==> src/rtl/main_fifo_reader_pkg.sv <==
// Shared definitions for the Main FIFO reader: FSM state encodings and
// the default pop-counter width.
package main_rd_pkg;

  typedef enum logic [2:0] {
    ST_RESET  = 3'd0,
    ST_INIT   = 3'd1,
    ST_IDLE   = 3'd2,
    ST_ACTIVE = 3'd3,
    ST_ERROR  = 3'd4
  } state_t;

  localparam int CNT_W_DEFAULT = 8;

endpackage

==> src/rtl/main_fifo_reader_if.sv <==
// Bundle of the Main FIFO read port and the two VC FIFO write ports.
// The master is the reader; the slave is the FIFO side.
interface main_fifo_reader_if #(
  parameter int BW = 6
) ();

  logic          Main_empty;
  logic          Main_error_output;
  logic [BW-1:0] Main_data_out;
  logic          Main_rd;
  logic          VC0_full;
  logic          VC0_almost_full;
  logic          VC1_full;
  logic          VC1_almost_full;
  logic          VC0_wr;
  logic          VC1_wr;
  logic [BW-1:0] vc_data;

  modport master (
    input  Main_empty, Main_error_output, Main_data_out,
    input  VC0_full, VC0_almost_full, VC1_full, VC1_almost_full,
    output Main_rd, VC0_wr, VC1_wr, vc_data
  );

  modport slave (
    output Main_empty, Main_error_output, Main_data_out,
    output VC0_full, VC0_almost_full, VC1_full, VC1_almost_full,
    input  Main_rd, VC0_wr, VC1_wr, vc_data
  );

endinterface

==> src/rtl/main_fifo_reader.sv <==
// Pops the Main ingress FIFO while both VC FIFOs have room and steers each
// word to VC0 or VC1 by its class bit through a two-stage pipeline.
module main_fifo_reader
  import main_rd_pkg::*;
#(
  parameter int BW      = 6,
  parameter int SEL_BIT = BW - 1,
  parameter int CNT_W   = CNT_W_DEFAULT
) (
  input  logic             clk,
  input  logic             reset_L,
  input  logic             init,
  main_fifo_reader_if.master bus,
  output logic [2:0]       state,
  output logic             idle,
  output logic             error_out,
  output logic [CNT_W-1:0] pop_count
);

  state_t cur_state;
  state_t next_state;
  logic   s1_valid;
  logic   sel_vc1;
  logic   tgt_full;
  logic   wr_overflow;
  logic   err_cond;
  logic   pipe_busy;

  // Stage 2 decides on the word arriving from the FIFO this cycle.
  assign sel_vc1     = bus.Main_data_out[SEL_BIT];
  assign tgt_full    = sel_vc1 ? bus.VC1_full : bus.VC0_full;
  assign wr_overflow = s1_valid & tgt_full;
  assign err_cond    = bus.Main_error_output | wr_overflow;
  assign pipe_busy   = s1_valid | bus.VC0_wr | bus.VC1_wr;

  // Destination is unknown until the word is read, so both VCs need room.
  assign bus.Main_rd = (cur_state == ST_ACTIVE) & ~bus.Main_empty &
                       ~bus.VC0_almost_full & ~bus.VC1_almost_full;

  assign state     = cur_state;
  assign idle      = (cur_state == ST_IDLE);
  assign error_out = (cur_state == ST_ERROR);

  always_ff @(posedge clk or negedge reset_L) begin
    if (!reset_L) begin
      cur_state <= ST_RESET;
    end else begin
      cur_state <= next_state;
    end
  end

  always_comb begin
    next_state = cur_state;
    if (init) begin
      next_state = ST_INIT;
    end else if (err_cond && (cur_state != ST_RESET) && (cur_state != ST_INIT)) begin
      next_state = ST_ERROR;
    end else begin
      case (cur_state)
        ST_RESET:  next_state = ST_INIT;
        ST_INIT:   next_state = ST_IDLE;
        ST_IDLE:   if (!bus.Main_empty) next_state = ST_ACTIVE;
        ST_ACTIVE: if (bus.Main_empty && !pipe_busy) next_state = ST_IDLE;
        ST_ERROR:  next_state = ST_ERROR;
        default:   next_state = ST_INIT;
      endcase
    end
  end

  // In-flight words finish regardless of state; a write to a full VC is dropped.
  always_ff @(posedge clk or negedge reset_L) begin
    if (!reset_L) begin
      s1_valid    <= 1'b0;
      bus.VC0_wr  <= 1'b0;
      bus.VC1_wr  <= 1'b0;
      bus.vc_data <= '0;
    end else begin
      s1_valid   <= bus.Main_rd;
      bus.VC0_wr <= s1_valid & ~sel_vc1 & ~bus.VC0_full;
      bus.VC1_wr <= s1_valid &  sel_vc1 & ~bus.VC1_full;
      if (s1_valid && !tgt_full) begin
        bus.vc_data <= bus.Main_data_out;
      end
    end
  end

  always_ff @(posedge clk or negedge reset_L) begin
    if (!reset_L) begin
      pop_count <= '0;
    end else if (next_state == ST_INIT) begin
      pop_count <= '0;
    end else if (bus.Main_rd) begin
      pop_count <= pop_count + 1'b1;
    end
  end

endmodule

==> src/flat_wrapper.sv <==
// flat-port wrapper written by rule: the top's interface ports become plain ports
module main_fifo_reader_flat import main_rd_pkg::*;
#(
  parameter int BW      = 6,
  parameter int SEL_BIT = BW - 1,
  parameter int CNT_W   = CNT_W_DEFAULT
)
  (clk, reset_L, init, state, idle, error_out, pop_count, bus_Main_empty, bus_Main_error_output, bus_Main_data_out, bus_VC0_full, bus_VC0_almost_full, bus_VC1_full, bus_VC1_almost_full, bus_Main_rd, bus_VC0_wr, bus_VC1_wr, bus_vc_data);
  main_fifo_reader_if #(.BW(BW)) bus_i ();
  input  logic clk;
  input  logic reset_L;
  input  logic init;
  output logic [2:0] state;
  output logic idle;
  output logic error_out;
  output logic [CNT_W-1:0] pop_count;
  input wire logic [$bits(bus_i.Main_empty)-1:0] bus_Main_empty;
  input wire logic [$bits(bus_i.Main_error_output)-1:0] bus_Main_error_output;
  input wire logic [$bits(bus_i.Main_data_out)-1:0] bus_Main_data_out;
  input wire logic [$bits(bus_i.VC0_full)-1:0] bus_VC0_full;
  input wire logic [$bits(bus_i.VC0_almost_full)-1:0] bus_VC0_almost_full;
  input wire logic [$bits(bus_i.VC1_full)-1:0] bus_VC1_full;
  input wire logic [$bits(bus_i.VC1_almost_full)-1:0] bus_VC1_almost_full;
  output wire logic [$bits(bus_i.Main_rd)-1:0] bus_Main_rd;
  output wire logic [$bits(bus_i.VC0_wr)-1:0] bus_VC0_wr;
  output wire logic [$bits(bus_i.VC1_wr)-1:0] bus_VC1_wr;
  output wire logic [$bits(bus_i.vc_data)-1:0] bus_vc_data;
  assign bus_i.Main_empty = bus_Main_empty;
  assign bus_i.Main_error_output = bus_Main_error_output;
  assign bus_i.Main_data_out = bus_Main_data_out;
  assign bus_i.VC0_full = bus_VC0_full;
  assign bus_i.VC0_almost_full = bus_VC0_almost_full;
  assign bus_i.VC1_full = bus_VC1_full;
  assign bus_i.VC1_almost_full = bus_VC1_almost_full;
  assign bus_Main_rd = bus_i.Main_rd;
  assign bus_VC0_wr = bus_i.VC0_wr;
  assign bus_VC1_wr = bus_i.VC1_wr;
  assign bus_vc_data = bus_i.vc_data;
  main_fifo_reader #(.BW(BW), .SEL_BIT(SEL_BIT), .CNT_W(CNT_W)) u_core (.clk(clk), .reset_L(reset_L), .init(init), .bus(bus_i), .state(state), .idle(idle), .error_out(error_out), .pop_count(pop_count));
endmodule
==> config.mk <==
export PLATFORM = sky130hd
export DESIGN_NAME = main_fifo_reader_flat
export DESIGN_NICKNAME = d
export VERILOG_FILES = /design/src/rtl/main_fifo_reader_pkg.sv /design/src/rtl/main_fifo_reader_if.sv /design/src/rtl/main_fifo_reader.sv /design/src/flat_wrapper.sv
export SDC_FILE = /design/constraint.sdc
export NUM_CORES = 1
export LEC_CHECK = 0
export ABC_AREA = 0
export ABC_CLOCK_PERIOD_IN_PS = 3100
export CORE_UTILIZATION = 46
export DETAILED_ROUTE_END_ITERATION = 8
export PLACE_DENSITY = 0.81
export SYNTH_ARGS = -nofsm -noshare
export SYNTH_HDL_FRONTEND = slang
export SYNTH_SLANG_ARGS = --single-unit
==> constraint.sdc <==
create_clock -name clk -period 3.1 [get_ports clk]
set_input_delay 0.62 -clock clk [delete_from_list [all_inputs] [get_ports clk]]
set_output_delay 0.62 -clock clk [all_outputs]
set_load 0.02 [all_outputs]
==> impl_metrics.env <==
export IMPL_path_max_fanout=3
export IMPL_ys_seq_elements=20
export IMPL_post_drt_wl_per_cell_um=12.34
export IMPL_yosys_area_share_simple_pct=17.05
export IMPL_synth_area_leaders="dfrtp_1 51%, mux2_2 6.8%, a21oi_1 4.0%"
export IMPL_synth_top_family_by_area="simple AND/OR/NAND/NOR gates"
export IMPL_root_buffer="clkbuf_4"
export IMPL_yosysWarnings=0
export IMPL_worst_setup_path_start_kind="input port"
export IMPL_final_layout_size_suffix_gt1_share_pct=16.00
export IMPL_finalSetupTns_ns=0
export IMPL_synth_nets=101
export IMPL_finalCoreUtilization_pct=70.81
export IMPL_vias=764
export IMPL_post_cts_resized=0
export IMPL_start_util_pct=49.50
export IMPL_setup_viol=0
export IMPL_yosysSeqAreaShare_pct=50.51
export IMPL_area_growth_syn_to_layout_pct=43.06
export IMPL_hold_viol=0
export IMPL_grt_use_total_pct=17.44
export IMPL_routed_wirelength_um=1875
export IMPL_gp_congestion=0.7890
export IMPL_synth_compound_area_share_pct=13.76
export IMPL_ys_flop_type="dfrtp_1"
export IMPL_crit_type="in -> out"
export IMPL_end_kind="output port"
export IMPL_postCtsSetupRepairBufs=0
export IMPL_yosysMostFrequentCell="dfrtp_1"
export IMPL_rows=16
export IMPL_synthArstFlopShare_pct=100.0
export IMPL_grt_overflow_total=0
export IMPL_clkLatencyLatePin_ns=0.29
export IMPL_rsz0062_at_grt="no"
export IMPL_rr_worst_depth=4
export IMPL_port_buffers=36
export IMPL_via_per_inst=5.026
export IMPL_clock_sinks=20
export IMPL_max_slew_margin_rel_pct=42.98
export IMPL_fin_area_um2=1418
export IMPL_antenna_found_initial=0
export IMPL_cts_hold_buf=0
export IMPL_yosysTopAreaCell="dfrtp_1"
export IMPL_drcViolationCount=0
export IMPL_instances_no_fill=152
export IMPL_dp_cells=148
export IMPL_num_antenna_cells=0
export IMPL_htreeDepth=1
export IMPL_ant_nets=0
export IMPL_cts_tree="yes"
export IMPL_hold_depth=2
export IMPL_cap_violations=0
export IMPL_dieWidth_um=48.42
export IMPL_cp_arrival_ns=2.20
export IMPL_grt_pass1_vias=716
export IMPL_hpwlAfterDp_um=1358
export IMPL_die_area_um2=2344
export IMPL_total_power_uw=730.1
export IMPL_placed_area_um2=1381
export IMPL_synthTopCellsByCount="20 x dfrtp_1, 8 x a21oi_1, 6 x inv_1, 6 x mux2_2, 5 x nand2_1"
export IMPL_fin_nets=142
export IMPL_cts_inserted_buffers=3
export IMPL_required_ns=2.48
export IMPL_dr_pass1_iters=4
export IMPL_ir_drop_uv=503.7
export IMPL_synth_xor_area_share_pct=6.187
export IMPL_fin_skew_ns=0.004763
export IMPL_period_share_pct=91.00
export IMPL_hold_class="reg -> reg"
export IMPL_die_h_um=48.42
export IMPL_drt_iter0_markers=10
export IMPL_num_io_pins=37
export IMPL_path_clk_slew_ns=0.11
export IMPL_max_freq_ghz=0.3545
export IMPL_fin_crit_ns=2.821
export IMPL_leakagePower_nw=0.6417
export IMPL_synthesis_area_um2=991.0
export IMPL_tightest_slew_ns=0.8527
export IMPL_cts_max_path_buffers=2
export IMPL_synth_edff_count=0
export IMPL_syn_inst=85
export IMPL_grt_max_degree=21
export IMPL_muxShareOfSynthArea_pct=7.828
export IMPL_synth_top_area_share_pct=50.51
export IMPL_avgSynthCellArea_um2=11.66
export IMPL_power_density_nw_per_um2=515.0
export IMPL_grt_pass1_wl_um=3146
export IMPL_core_um2=2002
export IMPL_synthAdderAreaFrac_pct=1.263
export IMPL_slew_violations=0
export IMPL_yosysUniqueCellTypes=33
export IMPL_status="finished, final reports clean"
[critical path, stage by stage]
cell and delay, ns:
clkdlybuf4s50_1 0.44, nor3_2 0.27, nand2_1 0.16, inv_1 0.10, clkdlybuf4s50_1 0.61
[layer usage]
metal	vias to the layer above	track usage, %	wire (um)
met5	-	0	0
met2	33	26.76	828
li1	389	-	-
met1	340	24.79	888
met3	2	2.516	143
met4	0	7.353	15
[registers in the layout (all words and copies together), names as in the netlist]
signal	cells
u_core.pop_count	8
u_core.bus.vc_data	6
u_core.state	3
u_core.bus.VC0_wr	1
u_core.bus.VC1_wr	1
u_core.s1_valid	1
[final cells by class]
cell class,instances,area [um2]
well taps,27,33.78
fillers,161,584.3
clock buffers,4,36.28
flip-flops and latches,20,500.5
inverters,6,22.52
repair buffers,37,367.9
multi-input cells,58,456.7
[cell families after synthesis]
logic type                 count (synthesis)
muxes                                      7
and+or+nand+nor                           26
adders and majority gates                  1
AOI/OAI and AO/OA                         17
buffers and inverters                      7
xor gates and xnor gates                   7
DFF                                       20
[power by group]
group | switching, mW | internal, mW | total (mW)
registers | 0.0292 | 0.298 | 0.327
logic | 0.124 | 0.131 | 0.255
clock network | 0.0769 | 0.0715 | 0.148
total | 0.230 | 0.500 | 0.730
[stage by stage]
step	setup WS [ns]	hold slack, ns
3_3_place_gp	0.3348	0.4680
5_1_grt	0.2129	0.5211
6_report	0.2791	0.4917
4_1_cts	0.2859	0.5033
3_5_place_dp	0.3096	0.4715
2_1_floorplan	1.242	0.3244
[final timing paths]
path / from / to / slack (ns)
hold reg to reg: u_core.bus.vc_data[5]$_DFFE_PN0P_ / u_core.bus.vc_data[5]$_DFFE_PN0P_ / 0.49
min in group asynchronous: reset_L / u_core.pop_count[7]$_DFFE_PN0P_ / 0.80
max in group asynchronous: reset_L / u_core.s1_valid$_DFF_PN0_ / 1.77
hold / removal: u_core.bus.vc_data[5]$_DFFE_PN0P_ / u_core.bus.vc_data[5]$_DFFE_PN0P_ / 0.49
setup reg to reg: u_core.state[2]$_DFF_PN0_ / u_core.pop_count[7]$_DFFE_PN0P_ / 1.63
setup / recovery: bus_Main_empty / bus_Main_rd / 0.28
[placed cells by master (no fill, tap or decap), types with 2 or more instances in the layout]
master,n
clkbuf_4,3
nand4_1,4
o21ai_2,2
and2_1,2
clkdlybuf4s50_1,36
inv_1,6
mux2_2,6
nand3b_1,2
a21oi_1,8
xnor2_1,3
nor2_1,2
xor2_1,4
nand2_1,5
dfrtp_1,20
(Power assumes the default switching activity.)
